## src/rtl/branch_pkg.sv

```systemverilog
// Shared definitions for the branch resolution / prediction unit:
// branch condition encodings and the BHT index extraction helper.
package branch_pkg;

    localparam logic [2:0] BR_BEQ  = 3'b000;
    localparam logic [2:0] BR_BNE  = 3'b001;
    localparam logic [2:0] BR_BLT  = 3'b100;
    localparam logic [2:0] BR_BGE  = 3'b101;
    localparam logic [2:0] BR_BLTU = 3'b110;
    localparam logic [2:0] BR_BGEU = 3'b111;

    // Table index is a plain bit-slice of the PC; callers truncate to their index width.
    function automatic logic [31:0] bht_idx(input logic [63:0] pc,
                                            input int unsigned pc_lsb,
                                            input int unsigned idx_w);
        logic [63:0] shifted;
        shifted = pc >> pc_lsb;
        return shifted[31:0] & ((32'd1 << idx_w) - 32'd1);
    endfunction

endpackage

```

## src/rtl/branch_cmp.sv

```systemverilog
// Combinational branch condition evaluator. Outputs are ungated; the
// caller qualifies them with the valid/branch strobes.
module branch_cmp
    import branch_pkg::*;
#(
    parameter int XLEN = 32
) (
    input  logic [XLEN-1:0] a,
    input  logic [XLEN-1:0] b,
    input  logic [2:0]      funct3,
    output logic            taken,
    output logic            illegal
);

    logic signed [XLEN-1:0] a_s;
    logic signed [XLEN-1:0] b_s;
    logic                   eq;
    logic                   lt;
    logic                   ltu;

    assign a_s = a;
    assign b_s = b;
    assign eq  = (a == b);
    assign lt  = (a_s < b_s);
    assign ltu = (a < b);

    always_comb begin
        taken   = 1'b0;
        illegal = 1'b0;
        case (funct3)
            BR_BEQ:  taken = eq;
            BR_BNE:  taken = !eq;
            BR_BLT:  taken = lt;
            BR_BGE:  taken = !lt;
            BR_BLTU: taken = ltu;
            BR_BGEU: taken = !ltu;
            default: illegal = 1'b1;
        endcase
    end

endmodule

```

## src/rtl/branch_predict_unit.sv

```systemverilog
// Execute-stage branch resolution with a direct-mapped table of saturating
// counters for fetch prediction and a saturating mispredict counter.
module branch_predict_unit
    import branch_pkg::*;
#(
    parameter int XLEN        = 32,
    parameter int BHT_ENTRIES = 64,
    parameter int CTR_WIDTH   = 2,
    parameter int PC_LSB      = 2,
    parameter int INIT_CTR    = 1,
    parameter int PERF_WIDTH  = 32
) (
    input  logic                  clk,
    input  logic                  rst_n,
    input  logic [XLEN-1:0]       pcF,
    output logic                  predTakenF,
    input  logic                  validE,
    input  logic                  isBranchE,
    input  logic [XLEN-1:0]       pcE,
    input  logic [XLEN-1:0]       SrcAE,
    input  logic [XLEN-1:0]       SrcBE,
    input  logic [2:0]            funct3E,
    input  logic                  predTakenE,
    output logic                  branchTakenE,
    output logic                  mispredictE,
    output logic                  illegalCondE,
    output logic [PERF_WIDTH-1:0] mispredictCount
);

    localparam int                   IDX_W  = $clog2(BHT_ENTRIES);
    localparam logic [CTR_WIDTH-1:0] CTR_MAX = '1;
    localparam logic [CTR_WIDTH-1:0] INIT_V  = CTR_WIDTH'(INIT_CTR);

    logic [CTR_WIDTH-1:0]  ctr_q [BHT_ENTRIES];
    logic [CTR_WIDTH-1:0]  ctr_d [BHT_ENTRIES];
    logic [PERF_WIDTH-1:0] perf_q;
    logic [PERF_WIDTH-1:0] perf_d;

    logic [IDX_W-1:0] idx_f;
    logic [IDX_W-1:0] idx_e;
    logic             cmp_taken;
    logic             cmp_illegal;
    logic             br_valid;
    logic             train;

    assign idx_f = IDX_W'(bht_idx(64'(pcF), PC_LSB, IDX_W));
    assign idx_e = IDX_W'(bht_idx(64'(pcE), PC_LSB, IDX_W));

    branch_cmp #(.XLEN(XLEN)) u_cmp (
        .a       (SrcAE),
        .b       (SrcBE),
        .funct3  (funct3E),
        .taken   (cmp_taken),
        .illegal (cmp_illegal)
    );

    assign br_valid     = validE & isBranchE;
    assign illegalCondE = br_valid & cmp_illegal;
    assign branchTakenE = br_valid & cmp_taken;
    assign train        = br_valid & !cmp_illegal;
    assign mispredictE  = train & (branchTakenE != predTakenE);

    // Read is from the registered table, so a same-cycle update is not bypassed.
    assign predTakenF      = ctr_q[idx_f][CTR_WIDTH-1];
    assign mispredictCount = perf_q;

    always_comb begin
        ctr_d = ctr_q;
        if (train) begin
            if (branchTakenE) begin
                if (ctr_q[idx_e] != CTR_MAX) begin
                    ctr_d[idx_e] = ctr_q[idx_e] + CTR_WIDTH'(1);
                end
            end else if (ctr_q[idx_e] != '0) begin
                ctr_d[idx_e] = ctr_q[idx_e] - CTR_WIDTH'(1);
            end
        end
    end

    always_comb begin
        perf_d = perf_q;
        if (mispredictE && (perf_q != '1)) begin
            perf_d = perf_q + PERF_WIDTH'(1);
        end
    end

    always_ff @(posedge clk or negedge rst_n) begin
        if (!rst_n) begin
            for (int i = 0; i < BHT_ENTRIES; i++) begin
                ctr_q[i] <= INIT_V;
            end
            perf_q <= '0;
        end else begin
            ctr_q  <= ctr_d;
            perf_q <= perf_d;
        end
    end

endmodule

```

## config.mk

```make
export PLATFORM = sky130hd
export DESIGN_NAME = branch_predict_unit
export DESIGN_NICKNAME = d
export VERILOG_FILES = /design/src/rtl/branch_pkg.sv /design/src/rtl/branch_cmp.sv /design/src/rtl/branch_predict_unit.sv
export SDC_FILE = /design/constraint.sdc
export NUM_CORES = 1
export LEC_CHECK = 0
export ABC_CLOCK_PERIOD_IN_PS = 4400
export CELL_PAD_IN_SITES_DETAIL_PLACEMENT = 1
export CELL_PAD_IN_SITES_GLOBAL_PLACEMENT = 1
export CORE_ASPECT_RATIO = 1.2
export CORE_UTILIZATION = 42
export CTS_CLUSTER_DIAMETER = 30
export DETAILED_ROUTE_END_ITERATION = 10
export PLACE_DENSITY_LB_ADDON = 0.2
export SYNTH_ARGS = -nofsm -noshare
export SYNTH_HDL_FRONTEND = slang
export SYNTH_SLANG_ARGS = --single-unit
```

## constraint.sdc

```tcl
create_clock -name clk -period 4.4 [get_ports clk]
set_input_delay 0.88 -clock clk [delete_from_list [all_inputs] [get_ports clk]]
set_output_delay 0.88 -clock clk [all_outputs]
set_load 0.005 [all_outputs]
```

==> impl_metrics.py, run 1 <==
metrics = {
    "detailed_routing": {
        "antenna_left": 0,
        "vias": 8019,
        "wire_per_inst_um": 23.8,
        "top_layer": "met4",
        "wl_mm": 32.4,
        "drt_iter0_markers": 435,
        "wl_met3_mm": 1.50,
        "met1Wirelength_mm": 12.7,
        "via_per_inst": 5.89,
        "drc_errors": 0,
        "first_pass_iters": 5,
        "met2_wirelength_mm": 17.1,
    },
    "cts": {
        "clk_path_buf_depth": 2,
        "ctsHoldBuffers": 0,
        "clock_sinks": 160,
        "clkLatencyLatePin_ns": 0.43,
        "tritoncts": "yes",
        "cts_root_buffer": "clkbuf_16",
        "htreeDepth": 4,
        "clk_pin_slew_ns": 0.07,
        "cts_buffers": 17,
    },
    "finish": {
        "antenna_cells": 0,
        "layout-drive-gt1-share": 0.392,
        "area_growth_pct": 35.1,
        "final_nets": 1240,
        "final_common_cell": "clkdlybuf4s50_1",
        "final_cell_mix": "105 x clkdlybuf4s50_1, 100 x buf_4, 98 x mux2_2, 96 x dfrtp_1, 64 x dfstp_2",
        "fill_cells": 2324,
        "fin_area_um2": 13000,
    },
    "timing": {
        "hold_viol_final": 0,
        "fin_crit_ns": 4.40,
        "fmax_ghz": 0.227,
        "tightestPinTransition_ns": 1.03,
        "post-route-period-util": 1.00,
        "slew_viol_final": 0,
        "fin_worst_skew_ns": 0.0147,
        "worst_slack_ns": -0.000960,
        "hold_ws_ns": 0.472,
        "setup_viol": 1,
        "max_slew_margin": 0.312,
    },
    "worst_setup_path": {
        "required_ns": 4.71,
        "crit_type": "input pin to flip-flop",
        "path_buf_inv": 6,
        "worstPathArrival_ns": 4.71,
        "rr_worst_depth": 15,
        "critPathTopFamily": "buffers and inverters",
        "crit_path_top_delay_cell": "clkdlybuf4s50_1",
        "path_cells": "clkdlybuf4s50_1 > buf_6 > nor2b_4 > and2_1 > buf_12 > a221o_1 > a211oi_1 > a211oi_1 > a211oi_2 > a21oi_4 > buf_4 > ha_1 > o21ai_2 > nor4b_4 > buf_6 > clkbuf_16 > nand3_1 > mux2_4",
        "startpoint_type": "input pin",
        "cp_max_fo": 15,
        "ff2ff_setup_slack_ns": 0.95,
        "end_kind": "flip-flop",
        "timing.rr.end": "ctr_q[125]",
        "cpPeakStageDelay_ns": 0.50,
        "rr_startpoint": "ctr_q[125]",
    },
    "synthesis": {
        "yosysSeqAreaShare": 0.425,
        "yosys_register_bits": 160,
        "syn_avg_cell_area_um2": 11.0,
        "syn_nets": 1041,
        "synth.top_cell.area_share": 0.250,
        "synthCells": 870,
        "yosys-top-cells-area": "dfrtp_1 25%, dfstp_2 18%, mux2_2 11%, mux4_2 5.9%, ha_1 4.6%",
        "syn-cell-area_um2": 9610,
        "synth_top_area_cell": "dfrtp_1",
        "synthFlopType": "dfrtp_1",
        "ys_warn_count": 0,
        "ys_types": 65,
        "ys_async_sr_fraction": 1.00,
        "synth_edf_count": 0,
    },
    "floorplanning": {
        "die_h_um": 168,
        "initial_core_util": 0.428,
        "io_pins": 172,
        "dieArea_um2": 23500,
        "coreArea_um2": 22400,
        "row_count": 60,
        "die_x_um": 140,
    },
    "run_status": {
        "status": "complete, but fails checks",
        "violations": "setup timing",
    },
    "pwr": {
        "ir_drop_v": 0.000259,
        "power.leakage_nw": 5.76,
        "power_density_nw_per_um2": 322,
    },
    "place": {
        "pre_cts_slack_ns": -0.479,
        "port_buffers": 119,
        "gp_congestion": 0.853,
        "hpwlAfterDp_mm": 21.8,
        "place_area_um2": 11800,
    },
    "grt": {
        "grt_pass1_vias": 8666,
        "overflow": 0,
        "grt_max_degree": 77,
        "track_usage": 0.272,
        "grt_pass1_wl_mm": 48.6,
        "antenna_found_initial": 0,
    },
    "worst_hold_path": {
        "hp-class": "input pin to async pin",
    },
    "run": {
        "maxCapViolCount": 0,
    },
}
## where the power goes
group,switching [mW],internal (mW),total (mW)
registers,0.111,1.63,1.74
clock network,0.711,0.827,1.54
logic,0.450,0.453,0.903
## metal layers
layer | GRT usage | vias to the layer above
met2 | 0.485 | 220
met4 | 0.104 | 0
met1 | 0.331 | 4118
met3 | 0.0397 | 67
li1 | - | 3614
met5 | 0 | -
## synthesized netlist by cell type (25+ instances only)
master	number
nor3_1	39
nor2_1	38
dfrtp_1	96
nand2_1	38
mux2_2	98
dfstp_2	64
mux2_1	35
mux4_2	25
ha_1	35
clkbuf_1	30
nand3_1	53
inv_1	43
## cell type report
cell class / count / area [um^2] / area share
clock inverter: 14 / 161 / 0.0124
tap: 279 / 349 / 0.0269
timing repair buffer: 235 / 2250 / 0.174
sequential: 160 / 4080 / 0.315
inverter: 43 / 161 / 0.0124
multi-input combinational: 612 / 5530 / 0.426
clock buffer: 18 / 439 / 0.0338
## per-stage QoR
step | setup TNS [ns] | util | instances | power (mW)
global placement | -45.29 | 0.526 | 1320 | 2.56
CTS | -0.0231 | 0.555 | 1353 | 4.14
floorplan | 0 | - | 870 | 2.15
global route | -2.14 | 0.578 | 1361 | 4.34
finish | -0.000960 | 0.578 | 1361 | 4.18
detailed placement | -46.53 | 0.526 | 1320 | 2.59
## timing repair
item,CTS,global route
cloned,1,2
endpoints found under the hold margin,0,0
setup endpoints to repair,33,121
setup buffers,0,6
pin swaps,2,20
gates resized for setup,7,87
## kinds of logic after synthesis
logic type               Yosys count  synth area share
AND/OR/NAND/NOR                  266             0.151
buffers and inverters             98            0.0426
flip-flops                       160             0.425
AO/OA/AOI/OAI                    103            0.0723
XOR/XNOR                          33            0.0316
multiplexers                     175             0.232
adder cells (fa/ha/maj)           35            0.0456
## worst max-delay path by stage
stage,start,cells after the start,to
after floorplan,pcE[2],18,ctr_q[47]
after global placement,pcE[3],19,ctr_q[35]
after detailed placement,pcE[3],19,ctr_q[1]
after CTS,SrcBE[11],13,mispredictE
after global routing,pcE[3],19,ctr_q[61]
final,pcE[3],18,ctr_q[125]
(Power assumes the default switching activity.)
==> inputs of run 2 (changes only) <==
- CORE_UTILIZATION: 42 -> 40
==> run 2 against run 1 <==
Against the previous run:
- the flow now finishes without violations
- final area is 1.0% lower
- wire length is 4.6% lower
- final cell count is 2.4% higher
- combinational power is 3.8% lower
- maximum frequency is 2.5% higher
==> impl_metrics.py, run 2 (synthesis results as in run 1) <==
metrics = {
    "finish": {
        "fill_cells": 2534,
        "fin_util": 0.550,
        "antenna_cells": 0,
        "layout-drive-gt1-share": 0.373,
        "final_common_cell": "clkdlybuf4s50_1",
        "area_growth_pct": 33.7,
        "final_cell_mix": "112 x clkdlybuf4s50_1, 98 x mux2_2, 96 x dfrtp_1, 92 x buf_4, 64 x dfstp_2",
        "final_nets": 1236,
    },
    "grt": {
        "overflow": 0,
        "grt_pass1_wl_mm": 47.3,
        "met2_usage": 0.448,
        "met1_usage": 0.315,
        "antenna_found_initial": 0,
        "grt_max_degree": 84,
        "met3_usage": 0.0487,
        "track_usage": 0.257,
        "grt_pass1_vias": 8538,
        "busiest_layer": "met2",
    },
    "run_status": {
        "status": "finished clean",
    },
    "timing": {
        "max_slew_margin": 0.440,
        "fin_crit_ns": 4.29,
        "tightestPinTransition_ns": 0.838,
        "hold_viol_final": 0,
        "slew_viol_final": 0,
        "fmax_ghz": 0.233,
        "post-route-period-util": 0.976,
        "setup_viol": 0,
        "worst_slack_ns": 0.106,
        "fin_worst_skew_ns": 0.0138,
    },
    "worst_setup_path": {
        "timing.rr.end": "ctr_q[103]",
        "worstPathArrival_ns": 3.41,
        "cpPeakStageDelay_ns": 0.52,
        "rr_worst_depth": 16,
        "crit_type": "input pin to output pin",
        "cp_max_fo": 8,
        "end_kind": "output pin",
        "crit_top_cell": "mux4_2",
        "rr_startpoint": "ctr_q[99]",
        "crit_path_top_delay_cell": "mux4_2",
        "critPathTopFamily": "multiplexers",
        "path_buf_inv": 3,
        "ff2ff_setup_slack_ns": 0.78,
        "required_ns": 3.52,
        "startpoint_type": "input pin",
        "path_cells": "clkdlybuf4s15_1 > bufbuf_16 > mux4_2 > mux4_2 > mux4_2 > clkdlybuf4s50_1",
    },
    "cts": {
        "clk_pin_slew_ns": 0.07,
        "clkLatencyLatePin_ns": 0.44,
        "clk_path_buf_depth": 2,
        "htreeDepth": 4,
        "tritoncts": "yes",
        "ctsHoldBuffers": 0,
        "cts_root_buffer": "clkbuf_16",
        "clock_sinks": 160,
        "cts_buffers": 17,
    },
    "detailed_routing": {
        "wire_per_inst_um": 22.2,
        "drc_errors": 0,
        "wl_mm": 30.9,
        "antenna_left": 0,
        "via_per_inst": 5.70,
        "first_pass_iters": 5,
        "drt_iter0_markers": 504,
        "vias": 7946,
    },
    "place": {
        "pre_cts_slack_ns": -0.554,
        "hpwlAfterDp_mm": 21.1,
        "gp_congestion": 0.833,
        "port_buffers": 119,
    },
    "floorplanning": {
        "io_pins": 172,
        "row_count": 61,
        "die_h_um": 172,
        "coreArea_um2": 23400,
        "dieArea_um2": 24600,
        "die_x_um": 143,
        "initial_core_util": 0.411,
    },
    "pwr": {
        "power_mw": 4.14,
        "power.leakage_nw": 5.67,
        "ir_drop_v": 0.000270,
        "power_density_nw_per_um2": 322,
    },
    "run": {
        "maxCapViolCount": 0,
    },
    "worst_hold_path": {
        "hp-class": "input pin to async pin",
    },
}
-- run 2: how the worst max path moves through the flow --
stage,start,end,depth (start not counted)
finish,pcF[2],predTakenF,6
global route,SrcBE[11],mispredictE,13
CTS,SrcBE[14],mispredictE,12
detailed placement,pcE[3],ctr_q[103],20
global placement,pcE[3],ctr_q[37],19
floorplan,pcE[2],ctr_q[47],18
-- run 2: routing by layer --
| layer | vias up | share of wire |
|---|---|---|
| met5 | - | 0 |
| met4 | 0 | 0.031 |
| met3 | 59 | 0.049 |
| met2 | 209 | 0.51 |
| met1 | 4080 | 0.41 |
| li1 | 3598 | - |
-- run 2: timing repair --
action / 4_1_cts / 5_1_grt
cloned: 1 / 4
resized for setup: 18 / 49
pin swaps: 4 / 13
setup buffers: 1 / 8
endpoints found under the setup margin: 113 / 131
-- run 2: per-stage QoR --
step / area, um^2 / hold slack, ns / instances / TNS [ns]
detailed placement: 11800 / 0.488 / 1347 / -58.00
global placement: 11800 / 0.481 / 1347 / -49.78
floorplan: 9610 / 0.474 / 870 / 0
global route: 12800 / 0.517 / 1393 / -0.0436
CTS: 12500 / 0.489 / 1381 / -0.0200
finish: 12800 / 0.452 / 1393 / 0
-- run 2: power breakdown --
group / switching [mW] / leakage [nW] / internal, mW / total [mW]
Combinational: 0.430 / 3.42 / 0.438 / 0.869
Sequential: 0.108 / 1.96 / 1.63 / 1.74
Clock: 0.678 / 0.295 / 0.854 / 1.53
Total: 1.22 / 5.67 / 2.92 / 4.14
-- run 2: layout make-up --
| cell class | count | area (um^2) | share of cell area |
|---|---|---|---|
| Timing Repair Buffer | 231 | 2250 | 0.175 |
| Clock buffer | 17 | 425 | 0.0331 |
| Inverter | 43 | 161 | 0.0126 |
| Clock inverter | 15 | 169 | 0.0131 |
| Sequential cell | 160 | 4080 | 0.318 |
| Tap cell | 315 | 394 | 0.0307 |
| Multi-Input combinational cell | 612 | 5360 | 0.417 |
==> inputs of run 3 (changes only) <==
- SKIP_CTS_REPAIR_TIMING: unset -> 1
==> run 3 against run 2 <==
Against the previous run:
- maximum frequency is 0.24% higher
- sequential power hardly changed
- hold slack better by 0.0066 ns
- global-route usage is 0.18 points lower
- sequential cell count stayed put
- power is 0.20% lower
- sequential share of layout area is 0.068 points higher
- utilization is 0.12 points lower
- via count hardly changed
- count of clock-buffer cells in the layout stayed put
- critical endpoint unchanged
==> impl_metrics.py, run 3 (synthesis results as in run 1) <==
metrics = {
    "worst_setup_path": {
        "crit_type": "input pin to output pin",
        "rr_worst_depth": 16,
        "path_cells": "clkdlybuf4s50_1 > buf_12 > mux4_2 > mux4_2 > mux4_2 > clkdlybuf4s50_1",
        "end_kind": "output pin",
        "startpoint_type": "input pin",
        "ff2ff_setup_slack_ns": 0.75,
        "crit_top_cell": "mux4_2",
        "timing.rr.end": "ctr_q[33]",
        "worstPathArrival_ns": 3.40,
        "crit_path_top_delay_cell": "mux4_2",
        "cpPeakStageDelay_ns": 0.52,
        "cp_max_fo": 16,
        "rr_startpoint": "ctr_q[99]",
        "required_ns": 3.52,
    },
    "pwr": {
        "power.leakage_nw": 5.69,
        "swShare": 0.293,
        "ir_drop_v": 0.000267,
        "power_density_nw_per_um2": 322,
        "p_switching_mw": 1.21,
        "power.internal_mw": 2.92,
        "p_seq_frac": 0.421,
        "power_mw": 4.13,
        "clockPowerShare": 0.370,
        "comb_power_share": 0.209,
    },
    "grt": {
        "grt_max_degree": 84,
        "busiest_layer": "met2",
        "grt_pass1_wl_mm": 47.1,
        "met1_usage": 0.317,
        "met2_usage": 0.443,
        "track_usage": 0.255,
        "antenna_found_initial": 0,
        "grt_pass1_vias": 8467,
        "met3_usage": 0.0496,
        "overflow": 0,
    },
    "detailed_routing": {
        "drc_errors": 0,
        "wire_per_inst_um": 22.1,
        "drt_iter0_markers": 451,
        "via_per_inst": 5.73,
        "first_pass_iters": 5,
        "vias": 7952,
        "antenna_left": 0,
        "wl_mm": 30.7,
    },
    "floorplanning": {
        "row_count": 61,
        "die_x_um": 143,
        "io_pins": 172,
        "initial_core_util": 0.411,
        "coreArea_um2": 23400,
        "die_h_um": 172,
        "dieArea_um2": 24600,
    },
    "place": {
        "hpwlAfterDp_mm": 21.1,
        "place_area_um2": 11800,
        "pre_cts_slack_ns": -0.554,
        "port_buffers": 119,
        "gp_congestion": 0.833,
    },
    "timing": {
        "slew_viol_final": 0,
        "post-route-period-util": 0.974,
        "rsz0062_at_grt": "true",
        "tightestPinTransition_ns": 0.884,
        "fin_worst_skew_ns": 0.0161,
        "tns_ns": 0,
        "hold_ws_ns": 0.458,
        "fmax_ghz": 0.233,
        "setup_viol": 0,
        "max_slew_margin": 0.409,
        "fin_crit_ns": 4.28,
        "hold_viol_final": 0,
        "worst_slack_ns": 0.116,
    },
    "cts": {
        "clk_path_buf_depth": 2,
        "clk_pin_slew_ns": 0.07,
        "htreeDepth": 4,
        "cts_buffers": 17,
        "cts_root_buffer": "clkbuf_16",
        "clock_sinks": 160,
        "clkLatencyLatePin_ns": 0.44,
        "tritoncts": "yes",
    },
    "finish": {
        "fin_area_um2": 12800,
        "layout-drive-gt1-share": 0.365,
        "final_cell_mix": "112 x clkdlybuf4s50_1, 98 x mux2_2, 96 x dfrtp_1, 88 x buf_4, 64 x dfstp_2",
        "final_nets": 1231,
        "antenna_cells": 0,
        "final_common_cell": "clkdlybuf4s50_1",
        "area_growth_pct": 33.4,
    },
    "run": {
        "maxCapViolCount": 0,
    },
    "worst_hold_path": {
        "hp-class": "input pin to async pin",
    },
    "run_status": {
        "status": "finished clean",
    },
}
==> run 3: cell types whose count changed in the layout (fill, tap and decap cells not counted), moves of 2 or more <==
| cell | delta |
|---|---|
| buf_6 | -2 |
| dlymetal6s2s_1 | +3 |
| clkbuf_16 | +2 |
| nor3_2 | -2 |
| buf_4 | -4 |
==> run 3: layer usage <==
metal / share of wire / wire, um
met1: 0.41 / 12700
met3: 0.046 / 1420
met2: 0.51 / 15700
met4: 0.029 / 901
met5: 0 / 0
==> run 3: layout make-up <==
class                      instances  area, um^2
clock buffer                      17         425
multi-input combinational        612        5340
fill                            2525       10500
inverter                          43         161
tap                              315         394
clock inverter                    15         169
sequential                       160        4080
timing repair buffer             226        2240
==> run 3: worst max-delay path by stage <==
| stage | start | endpoint | slack, ns | cells past startpoint |
|---|---|---|---|---|
| 2_1_floorplan | pcE[2] | ctr_q[47] | 0.07 | 18 |
| 3_3_place_gp | pcE[3] | ctr_q[37] | -0.49 | 19 |
| 3_5_place_dp | pcE[3] | ctr_q[103] | -0.55 | 20 |
| 4_1_cts | SrcBE[14] | mispredictE | -0.39 | 13 |
| 5_1_grt | SrcBE[14] | mispredictE | -0.03 | 14 |
| 6_report | pcF[3] | predTakenF | 0.12 | 6 |
==> run 3: power by group through the flow <==
stage,combinational [mW],clock [mW],sequential [mW]
after global routing,0.934,1.61,1.76
after floorplan,0.420,0,1.73
final,0.864,1.53,1.74
after detailed placement,0.824,0,1.76
after global placement,0.802,0,1.75
after CTS,0.832,1.56,1.74
==> run 3: per-stage QoR <==
| stage | util | instances |
|---|---|---|
| detailed placement | 0.507 | 1347 |
| global placement | 0.507 | 1347 |
| global route | 0.549 | 1388 |
| finish | 0.549 | 1388 |
| floorplan | - | 870 |
| CTS | 0.532 | 1379 |
==> run 3: worst max-delay path, delay by kind of cell <==
kind	cells	cell delay, ns
mux	3	1.36
buf+inv	3	1.16
